**config.mk**
```make
export PLATFORM = sky130hd
export DESIGN_NAME = interrupt_ctrl
export DESIGN_NICKNAME = d
export VERILOG_FILES = /design/src/rtl/interrupt_ctrl.sv
export SDC_FILE = /design/constraint.sdc
export NUM_CORES = 1
export LEC_CHECK = 0
export ABC_AREA = 0
export CAP_MARGIN = 10
export CORE_MARGIN = 4
export CORE_UTILIZATION = 25
export DETAILED_ROUTE_END_ITERATION = 6
export GPL_TIMING_DRIVEN = 0
export PLACE_DENSITY = 0.46
export SLEW_MARGIN = 10
export SYNTH_ARGS = -nofsm -noshare
export SYNTH_HDL_FRONTEND = slang
export SYNTH_SLANG_ARGS = --single-unit
```
**constraint.sdc**
```tcl
create_clock -name clk -period 2.8 [get_ports clk]
set_input_delay 0.42 -clock clk [delete_from_list [all_inputs] [get_ports clk]]
set_output_delay 0.42 -clock clk [all_outputs]
set_load 0.01 [all_outputs]
```
**src/rtl/interrupt_ctrl.sv**
```systemverilog
// -----------------------------------------------------------------------------
// interrupt_ctrl
//
// Interrupt controller in front of the 16-bit interrupt input of pipelined_cpu.
// External sources are synchronised, rising-edge detected and latched into a
// pending register. Bit 0 of pending is driven by an internal interval timer.
// A mask gates pending onto the registered irq lines. The CPU programs the
// block through an 8-word MMIO window on its memory write/read ports.
//
// Register map (word offset from BASE_ADDR, byte address bits [1:0] ignored):
//   0 PENDING  read: pending[15:0]; write: 1 clears the bit (per byte lane)
//   1 MASK     read/write bits [15:0]
//   2 RAW      read: {16'b0, synchronised src[14:0], timer_zero}
//   3 SET      write: 1 sets the pending bit (software interrupt); reads 0
//   4 RELOAD   read/write timer reload value; a write also loads COUNT
//   5 COUNT    read: current timer count
//   6 CTRL     bit0 timer_en, bit1 one_shot
//   7 reserved
//
// Parameters:
//   BASE_ADDR    word-aligned base of the MMIO window (32-byte aligned)
//   SYNC_STAGES  synchroniser flops per external source (>= 2)
//   TIMER_W      width of the reload/count registers (1..32)
//
// Ports:
//   clk      system clock
//   rst_n    asynchronous active-low reset
//   clk_en   CPU enable pulse; timer and MMIO writes only act while high
//   src      external asynchronous sources, rising-edge sensitive -> pending[15:1]
//   mem_we   CPU byte write enables (bit i covers wr_data[8i+7:8i])
//   wr_addr  CPU write byte address
//   wr_data  CPU write data
//   rd_addr  CPU read byte address
//   rd_data  register read data, one clk latency, 0 outside the window
//   rd_hit   rd_addr was inside the window on the previous clk
//   irq      registered pending & mask
// -----------------------------------------------------------------------------
module interrupt_ctrl #(
  parameter logic [17:0] BASE_ADDR   = 18'h3FF00,
  parameter int          SYNC_STAGES = 2,
  parameter int          TIMER_W     = 32
) (
  input  logic        clk,
  input  logic        rst_n,
  input  logic        clk_en,
  input  logic [14:0] src,
  input  logic [3:0]  mem_we,
  input  logic [17:0] wr_addr,
  input  logic [31:0] wr_data,
  input  logic [17:0] rd_addr,
  output logic [31:0] rd_data,
  output logic        rd_hit,
  output logic [15:0] irq
);

  localparam logic [2:0] OFF_PENDING = 3'd0;
  localparam logic [2:0] OFF_MASK    = 3'd1;
  localparam logic [2:0] OFF_RAW     = 3'd2;
  localparam logic [2:0] OFF_SET     = 3'd3;
  localparam logic [2:0] OFF_RELOAD  = 3'd4;
  localparam logic [2:0] OFF_COUNT   = 3'd5;
  localparam logic [2:0] OFF_CTRL    = 3'd6;

  // ---------------------------------------------------------------------------
  // State
  // ---------------------------------------------------------------------------
  logic [15:0]        pending_reg, pending_next;
  logic [15:0]        mask_reg, mask_next;
  logic [TIMER_W-1:0] reload_reg, reload_next;
  logic [TIMER_W-1:0] count_reg, count_next;
  logic               timer_en_reg, timer_en_next;
  logic               one_shot_reg, one_shot_next;
  logic [14:0]        edge_reg;
  logic [14:0]        prev_reg;
  logic [31:0]        rd_data_reg, rd_data_next;
  logic               rd_hit_reg;
  logic [15:0]        irq_reg;

  // ---------------------------------------------------------------------------
  // Address decode. The window spans 8 words = 32 bytes, so the word offset is
  // addr[4:2] and the window match uses addr[17:5].
  // ---------------------------------------------------------------------------
  logic       wr_in_win;
  logic       rd_in_win;
  logic [2:0] wr_off;
  logic [2:0] rd_off;
  logic       wr_en;

  assign wr_in_win = (wr_addr[17:5] == BASE_ADDR[17:5]);
  assign rd_in_win = (rd_addr[17:5] == BASE_ADDR[17:5]);
  assign wr_off    = wr_addr[4:2];
  assign rd_off    = rd_addr[4:2];
  assign wr_en     = clk_en & wr_in_win & (|mem_we);

  // Byte-lane enable expanded to a bit mask.
  logic [31:0] lane_mask;
  logic [31:0] wdata_masked;

  generate
    for (genvar gi = 0; gi < 4; gi++) begin : g_lane
      assign lane_mask[8*gi +: 8] = {8{mem_we[gi]}};
    end
  endgenerate

  assign wdata_masked = wr_data & lane_mask;

  logic wr_pending;
  logic wr_mask;
  logic wr_set;
  logic wr_reload;
  logic wr_ctrl;

  assign wr_pending = wr_en && (wr_off == OFF_PENDING);
  assign wr_mask    = wr_en && (wr_off == OFF_MASK);
  assign wr_set     = wr_en && (wr_off == OFF_SET);
  assign wr_reload  = wr_en && (wr_off == OFF_RELOAD);
  // CTRL bits all live in byte lane 0.
  assign wr_ctrl    = wr_en && (wr_off == OFF_CTRL) && mem_we[0];

  // Address bits [1:0] select a byte within the word and are intentionally
  // ignored by the decode.
  logic unused_addr_bits;
  assign unused_addr_bits = ^{wr_addr[1:0], rd_addr[1:0]};

  // ---------------------------------------------------------------------------
  // Source synchronisers: one SYNC_STAGES-deep chain per external source.
  // ---------------------------------------------------------------------------
  logic [14:0] sync_src;

  generate
    for (genvar gi = 0; gi < 15; gi++) begin : g_sync
      logic [SYNC_STAGES-1:0] chain_reg;

      always_ff @(posedge clk or negedge rst_n) begin
        if (!rst_n) begin
          chain_reg <= '0;
        end else begin
          chain_reg <= {chain_reg[SYNC_STAGES-2:0], src[gi]};
        end
      end

      assign sync_src[gi] = chain_reg[SYNC_STAGES-1];
    end
  endgenerate

  // Edge detector: edge_reg re-times the synchronised level, prev_reg holds the
  // value one clk older. A rise is flagged for exactly one clk per edge and is
  // independent of clk_en so that no external event is ever missed. Both flops
  // reset to 0, so nothing is flagged on the first clk after reset release.
  logic [14:0] rise;

  always_ff @(posedge clk or negedge rst_n) begin
    if (!rst_n) begin
      edge_reg <= '0;
      prev_reg <= '0;
    end else begin
      edge_reg <= sync_src;
      prev_reg <= edge_reg;
    end
  end

  assign rise = edge_reg & ~prev_reg;

  // ---------------------------------------------------------------------------
  // Interval timer
  // ---------------------------------------------------------------------------
  logic timer_fire;
  logic timer_zero;
  logic timer_start;

  assign timer_zero  = (count_reg == '0);
  // Enabling the timer through CTRL (0 -> 1) restarts it from RELOAD.
  assign timer_start = wr_ctrl && wr_data[0] && !timer_en_reg;

  always_comb begin
    reload_next = reload_reg;
    if (wr_reload) begin
      reload_next = (reload_reg & ~lane_mask[TIMER_W-1:0]) | wdata_masked[TIMER_W-1:0];
    end
  end

  always_comb begin
    count_next    = count_reg;
    timer_en_next = timer_en_reg;
    one_shot_next = one_shot_reg;
    timer_fire    = 1'b0;

    if (wr_ctrl) begin
      timer_en_next = wr_data[0];
      one_shot_next = wr_data[1];
    end

    // A software load of the counter takes priority over counting.
    if (wr_reload) begin
      count_next = reload_next;
    end else if (timer_start) begin
      count_next = reload_reg;
    end else if (clk_en && timer_en_reg) begin
      if (timer_zero) begin
        count_next = reload_reg;
        timer_fire = 1'b1;
        // One-shot mode stops itself unless software rewrites CTRL this clk.
        if (one_shot_reg && !wr_ctrl) begin
          timer_en_next = 1'b0;
        end
      end else begin
        count_next = count_reg - TIMER_W'(1);
      end
    end
  end

  // ---------------------------------------------------------------------------
  // Pending and mask. Sets are ORed in after the clear so an event arriving in
  // the same clk as a software clear of that bit is never lost.
  // ---------------------------------------------------------------------------
  logic [15:0] pending_clr;
  logic [15:0] pending_sw_set;

  assign pending_clr    = wr_pending ? wdata_masked[15:0] : 16'h0000;
  assign pending_sw_set = wr_set     ? wdata_masked[15:0] : 16'h0000;

  always_comb begin
    pending_next = (pending_reg & ~pending_clr)
                 | {rise, 1'b0}
                 | pending_sw_set
                 | {15'b0, timer_fire};
  end

  always_comb begin
    mask_next = mask_reg;
    if (wr_mask) begin
      mask_next = (mask_reg & ~lane_mask[15:0]) | wdata_masked[15:0];
    end
  end

  // ---------------------------------------------------------------------------
  // Read mux: samples current register state, so a read in the same clk as a
  // write returns the value from before the write. Not gated by clk_en.
  // ---------------------------------------------------------------------------
  always_comb begin
    rd_data_next = 32'h0000_0000;
    if (rd_in_win) begin
      case (rd_off)
        OFF_PENDING: rd_data_next = {16'h0000, pending_reg};
        OFF_MASK:    rd_data_next = {16'h0000, mask_reg};
        OFF_RAW:     rd_data_next = {16'h0000, sync_src, timer_zero};
        OFF_RELOAD:  rd_data_next = 32'(reload_reg);
        OFF_COUNT:   rd_data_next = 32'(count_reg);
        OFF_CTRL:    rd_data_next = {30'b0, one_shot_reg, timer_en_reg};
        default:     rd_data_next = 32'h0000_0000;
      endcase
    end
  end

  // ---------------------------------------------------------------------------
  // Registers
  // ---------------------------------------------------------------------------
  always_ff @(posedge clk or negedge rst_n) begin
    if (!rst_n) begin
      pending_reg  <= '0;
      mask_reg     <= '0;
      reload_reg   <= '0;
      count_reg    <= '0;
      timer_en_reg <= 1'b0;
      one_shot_reg <= 1'b0;
      rd_data_reg  <= '0;
      rd_hit_reg   <= 1'b0;
      irq_reg      <= '0;
    end else begin
      pending_reg  <= pending_next;
      mask_reg     <= mask_next;
      reload_reg   <= reload_next;
      count_reg    <= count_next;
      timer_en_reg <= timer_en_next;
      one_shot_reg <= one_shot_next;
      rd_data_reg  <= rd_data_next;
      rd_hit_reg   <= rd_in_win;
      // Computed from next-state values so irq follows the causing event by
      // exactly one clk, including unmasking of an already pending bit.
      irq_reg      <= pending_next & mask_next;
    end
  end

  assign rd_data = rd_data_reg;
  assign rd_hit  = rd_hit_reg;
  assign irq     = irq_reg;

endmodule

```
==> results.md, run 1 <==
* Via count at a little over 7,000
* Setup_tns at 0 ns
* Full die area at just over 40,000 um2
* Grt ovf at 0
* Min Tclk post-route at around 2.8 ns
* Syn Nets at between 900 and 1,000
* Seq cells post-synth at a little over 200
* HPWL after detailed placement at 21.31 mm
* Pwr Density at between 500 and 600 nW/um2
* DR DRC count at 0
* Worst Setup Start Kind: input pin
* Initial core utilization at between 20 and 30%
* Final setup viols at 0
* Hold crit path type: input pin to flop
* Post-route insts no fill at approximately 1,500
* Routed wire length per instance at just over 20 um
* Largest net degree at the start of global routing at 88
* Worst-case clock buffer depth at 3
* Drt initial violations at a little over 500
* Post-synthesis cell area at just over 9000 um2
* Syn Inst Count at 825
* Worst Max-Slew Pin Slew at approximately 1.1 ns
* Port-buffer cells at about 130
* CP Class: input pin to flop
* Dpl cells at ~1,400
* R2r setup slk at ~0.08 ns
* Fillers at between 3,000 and 4,000
* FP Rows at 70
* CTS H-tree lvls at 1
* Via count of the first global-routing pass at 7,286
* Worst path required time at roughly 3.2 ns
* Relative slew slack at a little over a quarter
* Sequential area share after synthesis at 55.77%
* Status: finished, final reports clean
* ANT nets after route at 0
* Fmax at approximately 360 MHz
* Leak pwr at between 5 and 6 nW
* Synth cell types at 70
* Final period utilization at between 90% and 100%
* Primary FF master, synth: dfrtp_1
* Final Hold Fails at 0
* DRT Pass-1 Iters at 5
* CORE AREA at around 37,000 um2
* Mean Syn Cell Area at between 10 and 15 um2
* Synth warn at 0
* Reg2Reg Depth at 9
* Post-synth EDFFs at 0
* Post-layout util at roughly 33%
* Max-slew violations at 0
* Nets at around 1,100
* VDD IR max at 501.1 uV
* Clk_skew at 0.01025 ns
* CP max FO at 9
* Share of layout cells above drive strength 1 at between 10% and 20%
* Worst hold stages at 1
* Clock Tree Root: clkbuf_16
* Die Y at roughly 200 um
* Clk sinks at roughly 210
* Initial antenna violation count at 4
* Worst setup EP type: flop
* Most frequent cells in the layout: 207 x dfrtp_1, 128 x clkdlybuf4s50_1, 76 x nor2_1
* Register clock-pin slew on the reported worst setup and hold paths at around 0.060 ns
* Num CTS Buffers at 25
* Final Wtd Congestion at between 0.8 and 0.9
* Die X at ~200 um
* Layout area overhead at 31.91%
* Io pins at 139
* First-pass GRT wire length at between 40 and 50 mm
* Unrepaired setup endpoints after global routing: false
* Max-Cap Viols at 0
* Total GRT Usage at 14.62%
* CTS tree: yes
* Synth async-reset ratio at 100.0%
* Wirelength, routed at ~30 mm
* Data arrival, critical path at about 3.2 ns
* Most common cell after layout, fill and taps aside: dfrtp_1
* Worst skew pair latency at about 0.53 ns
* DR vias/cell at roughly 4.8
-- worst paths after layout --
check | end | startpoint
setup / recovery | count_reg[15] | clk_en
hold / removal | g_sync[7].chain_reg[0] | src[7]
setup reg to reg | count_reg[5] | count_reg[0]
hold reg to reg | g_sync[5].chain_reg[1] | g_sync[5].chain_reg[0]
max in group asynchronous | irq[5] | rst_n
min in group asynchronous | irq[10] | rst_n
-- cell usage after synthesis, types with 2 or more instances --
cell type	instances	share of area, %
dfrtp_1	207	56
nor2_1	78	3.2
mux2_2	58	7.0
nand2_1	53	2.1
o21ai_0	46	2.5
a21oi_1	42	2.3
a22oi_1	40	3.2
o211ai_1	31	2.5
clkbuf_1	26	1.1
mux2i_1	24	2.6
inv_1	20	0.81
and2_1	17	1.1
nor2b_1	17	1.1
xnor2_1	15	1.4
nand3_1	11	0.59
xor2_1	10	0.94
nand4_1	9	0.61
a221oi_1	8	0.75
a31oi_1	8	0.54
buf_2	8	0.43
nor3_1	8	0.43
nor4_1	8	0.54
and3_1	6	0.40
buf_1	4	0.16
nor3b_1	4	0.32
a21o_1	3	0.24
a32oi_1	3	0.28
buf_6	3	0.36
mux4_2	3	0.73
o221ai_1	3	0.28
or4_1	3	0.24
a22o_1	2	0.19
a41o_1	2	0.22
nand2b_1	2	0.13
nand3b_4	2	0.43
nor4_2	2	0.27
nor4_4	2	0.46
nor4b_1	2	0.19
o2bb2ai_1	2	0.19
or2_1	2	0.13
or3_1	2	0.13
-- stage by stage --
stage / setup WS [ns] / cell area [um2] / hold WS (ns) / power, mW
after detailed placement: -0.5514 / 11220 / 0.3347 / 3.504
after CTS: 0.04325 / 12160 / 0.2989 / 7.116
after floorplan: 0.5244 / 9288 / 0.1244 / 3.233
after global routing: 0.008570 / 12250 / 0.3031 / 7.267
final: 0.03837 / 12250 / 0.3308 / 6.990
after global placement: -8.030 / 11160 / 0.3317 / 3.496
-- cells by family after synthesis --
| group | synth area share (%) |
|---|---|
| XOR/XNOR | 2.358 |
| AND/OR/NAND/NOR | 13.70 |
| AO/OA/AOI/OAI | 14.75 |
| buffers and inverters | 2.937 |
| multiplexers | 10.35 |
| flip-flops | 55.77 |
| adder cells (fa/ha/maj) | 0.1347 |
-- worst max-delay path, cell delays in order --
cell and delay (ns):
clkdlybuf4s50_1 0.60, nand4_1 0.35, nor4_1 0.61, and3_1 0.64, o21ai_0 0.30, o221ai_1 0.16, nand2_1 0.09
-- layout make-up --
class	instances	area, um2	area share, %
buffer	41	195.2	1.593
multi-input combinational	555	3913	31.93
antenna	1	2.502	0.02042
clock buffer	30	664.4	5.423
timing repair buffer	137	1399	11.42
clock inverter	15	234.0	1.910
tap	468	585.6	4.779
inverter	21	78.83	0.6434
sequential	207	5180	42.28
-- per-layer routing --
| metal | wire length, um | vias to the layer above | share of wire [%] | global-route usage, % |
|---|---|---|---|---|
| met3 | 1657 | 45 | 5.5 | 2.746 |
| met1 | 14070 | 3492 | 46 | 20.81 |
| met2 | 13690 | 206 | 45 | 22.91 |
| met5 | 15 | - | 0.050 | 0 |
| met4 | 870 | 4 | 2.9 | 4.056 |
| li1 | - | 3339 | - | - |
-- report_power, final --
group,internal [mW],leakage (nW),switching (mW)
logic,0.172,2.18,0.219
clock network,2.24,0.439,1.31
registers,3.04,2.68,0.0172
total,5.45,5.30,1.54
-- what timing repair did --
| item | CTS | global route |
|---|---|---|
| buffers inserted | 1 | 4 |
| setup endpoints to repair | 33 | 40 |
| hold buffers | 1 | 0 |
| pin swaps | 1 | 2 |
| gates resized for setup | 4 | 13 |
| gates cloned | 0 | 0 |
| hold endpoints to repair | 56 | 0 |
(Power assumes the default switching activity.)
==> inputs of run 2 (changes only) <==
Settings changed: CELL_PAD_IN_SITES_DETAIL_PLACEMENT set to 0, CELL_PAD_IN_SITES_GLOBAL_PLACEMENT set to 1, PLACE_DENSITY 0.46 to 0.54.
==> results.md, run 2 (synthesis gave the netlist of run 1 again) <==
* Status: finished, final reports clean
* DRT Pass-1 Iters at 5
* Final setup viols at 0
* Worst skew pair latency at roughly 0.52 ns
* R2r setup slk at a little over 0.09 ns
* CORE AREA at ~37,000 um2
* ANT cells at 0
* Worst-case clock buffer depth at 3
* Nets at ~1,100
* Comb pwr share at approximately 6%
* CTS H-tree lvls at 1
* Worst Max-Slew Pin Slew at around 1.1 ns
* Initial antenna violation count at 3
* Reg power frac at a little under half
* Max-Cap Viols at 0
* Metal2 WL at between 10 and 15 mm
* Worst setup EP type: flop
* Clk_skew at approximately 0.019 ns
* DR DRC count at 0
* Data arrival, critical path at a little over 3 ns
* Largest net degree at the start of global routing at 91
* Worst path required time at 3.19 ns
* Fmax at between 300 and 400 MHz
* Port-buffer cells at roughly 130
* DR vias/cell at roughly 4.8
* Reg2Reg Depth at 8
* Initial core utilization at 25.37%
* Cell area after layout at ~12,000 um2
* Fillers at 3,677
* CP Class: flop to flop
* FP Rows at 70
* CP Cell Sequence: inv_1 -> ha_1 -> nor4b_4 -> nand2_1 -> nor2_4 -> a31oi_1 -> and3_1 -> o31ai_2
* Final Hold Fails at 0
* RR Startpoint: count_reg[0]
* Worst Setup Start Kind: flop
* Clock Tree Root: clkbuf_16
* CP peak stage delay at 0.85 ns
* Worst Hold End: g_sync[9].chain_reg[0]
* ANT nets after route at 0
* Worst Setup SP: count_reg[0]
* Drt initial violations at between 300 and 400
* Via count at slightly above 7,000
* M1 WL at between 10 and 15 mm
* VDD IR max at about 340 uV
* Worst hold stages at 1
* Clk pwr share at between 40% and 50%
* Hold Crit Start: src[9]
* Hold crit path type: input pin to flop
* Full die area at approximately 40,000 um2
* Most frequent cells in the layout: 207 x dfrtp_1, 128 x clkdlybuf4s50_1, 76 x nor2_1
* Die Y at 200.7 um
* Most common cell after layout, fill and taps aside: dfrtp_1
* Final Wtd Congestion at 0.8525
* First-pass GRT wire length at ~47 mm
* CTS tree: yes
* RR Endpoint: count_reg[29]
* Relative slew slack at 25.19%
* Total GRT Usage at between 10% and 20%
* Share of layout cells above drive strength 1 at around 14%
* Register clock-pin slew on the reported worst setup and hold paths at about 0.060 ns
* Leak pwr at ~5.2 nW
* P_int at ~5 mW
* Layout area overhead at 30.55%
* Metal3 WL at between 1.5 and 2 mm
* Clk sinks at just over 200
* Area occupied by multi-input gates at between 3000 and 4000 um2
* Num CTS Buffers at 25
* Grt ovf at 0
* Placed Area at 11,220 um2
* CP max FO at 8
* Slowest-stage cell, CP: a31oi_1
* Max-slew violations at 0
* Min Tclk post-route at roughly 2.7 ns
* Pwr Density at approximately 540 nW/um2
* Final period utilization at between 90% and 100%
* Sequential cell area at between 5000 and 6000 um2
* Die X at 200.7 um
* Power, Total at around 6.6 mW
* Wirelength, routed at 30.97 mm
* Io pins at about 140
* Routed wire length per instance at between 20 and 25 um
* HPWL after detailed placement at 21.79 mm
* Switching Fraction at between 20% and 30%
* Top layer in use: met5
* Sw power at 1.483 mW
* Via count of the first global-routing pass at 7,477
==> run 2: changes by cell type in the layout (fill, tap and decap cells not counted), sizes merged <==
cell and delta:
inv -1, clkinvlp -2, diode -1, bufinv -4, clkinv -1, clkbuf +4, buf -3
==> run 2: per-stage QoR <==
step                setup WS, ns  std cells  hold slack (ns)  utilization (%)    TNS, ns
finish                   0.09159       1467           0.3413            33.12          0
global placement          -8.092       1422           0.3316            30.50   -1707.55
global route           -0.001851       1467           0.3156            33.12  -0.001851
floorplan                 0.5244        825           0.1244                -          0
detailed placement       -0.5521       1424           0.3347            30.66     -37.35
CTS                      0.02098       1467           0.3125            32.91          0
==> run 2: worst max path at each step <==
stage,to,slack [ns],depth (start not counted)
2_1_floorplan,count_reg[18],0.52,7
3_3_place_gp,g_sync[4].chain_reg[0],-8.09,1
3_5_place_dp,count_reg[18],-0.55,8
4_1_cts,count_reg[18],0.02,8
5_1_grt,count_reg[29],-0.002,8
6_report,count_reg[29],0.09,8
==> run 2: timing repair <==
item,in CTS,in global routing
setup buffers,2,1
cloned,0,0
resized for setup,4,15
endpoints found under the setup margin,41,39
endpoints found under the hold margin,47,0
hold buffers,1,0
pin swaps,2,1
==> run 2: worst max-delay path: cells and delay by family, from the launching register on <==
family | cells | cell delay [ns]
buf+inv | 1 | 0.08
flops | 1 | 0.51
simple gates | 4 | 0.82
compound gates | 2 | 0.91
fa+ha+maj | 1 | 0.25
==> run 2: area by class of cell <==
type / count / area share, %
Timing Repair Buffer: 135 / 11.41
Inverter: 21 / 0.6501
Tap cell: 468 / 4.829
Clock buffer: 33 / 5.737
Clock inverter: 7 / 0.7017
Multi-Input combinational cell: 555 / 32.30
Buffer: 41 / 1.651
Sequential cell: 207 / 42.72
==> run 2: layer usage <==
metal / up-vias / GRT usage, %
li1: 3321 / -
met3: 51 / 2.908
met4: 6 / 3.540
met1: 3516 / 21.37
met5: - / 0
met2: 196 / 24.08
==> run 2: power groups by stage <==
stage | sequential, mW | clock, mW | combinational (mW)
5_1_grt | 3.06 | 3.37 | 0.436
4_1_cts | 3.05 | 3.25 | 0.404
3_5_place_dp | 3.11 | 0 | 0.401
3_3_place_gp | 3.11 | 0 | 0.389
6_report | 3.05 | 3.15 | 0.396
2_1_floorplan | 3.10 | 0 | 0.131
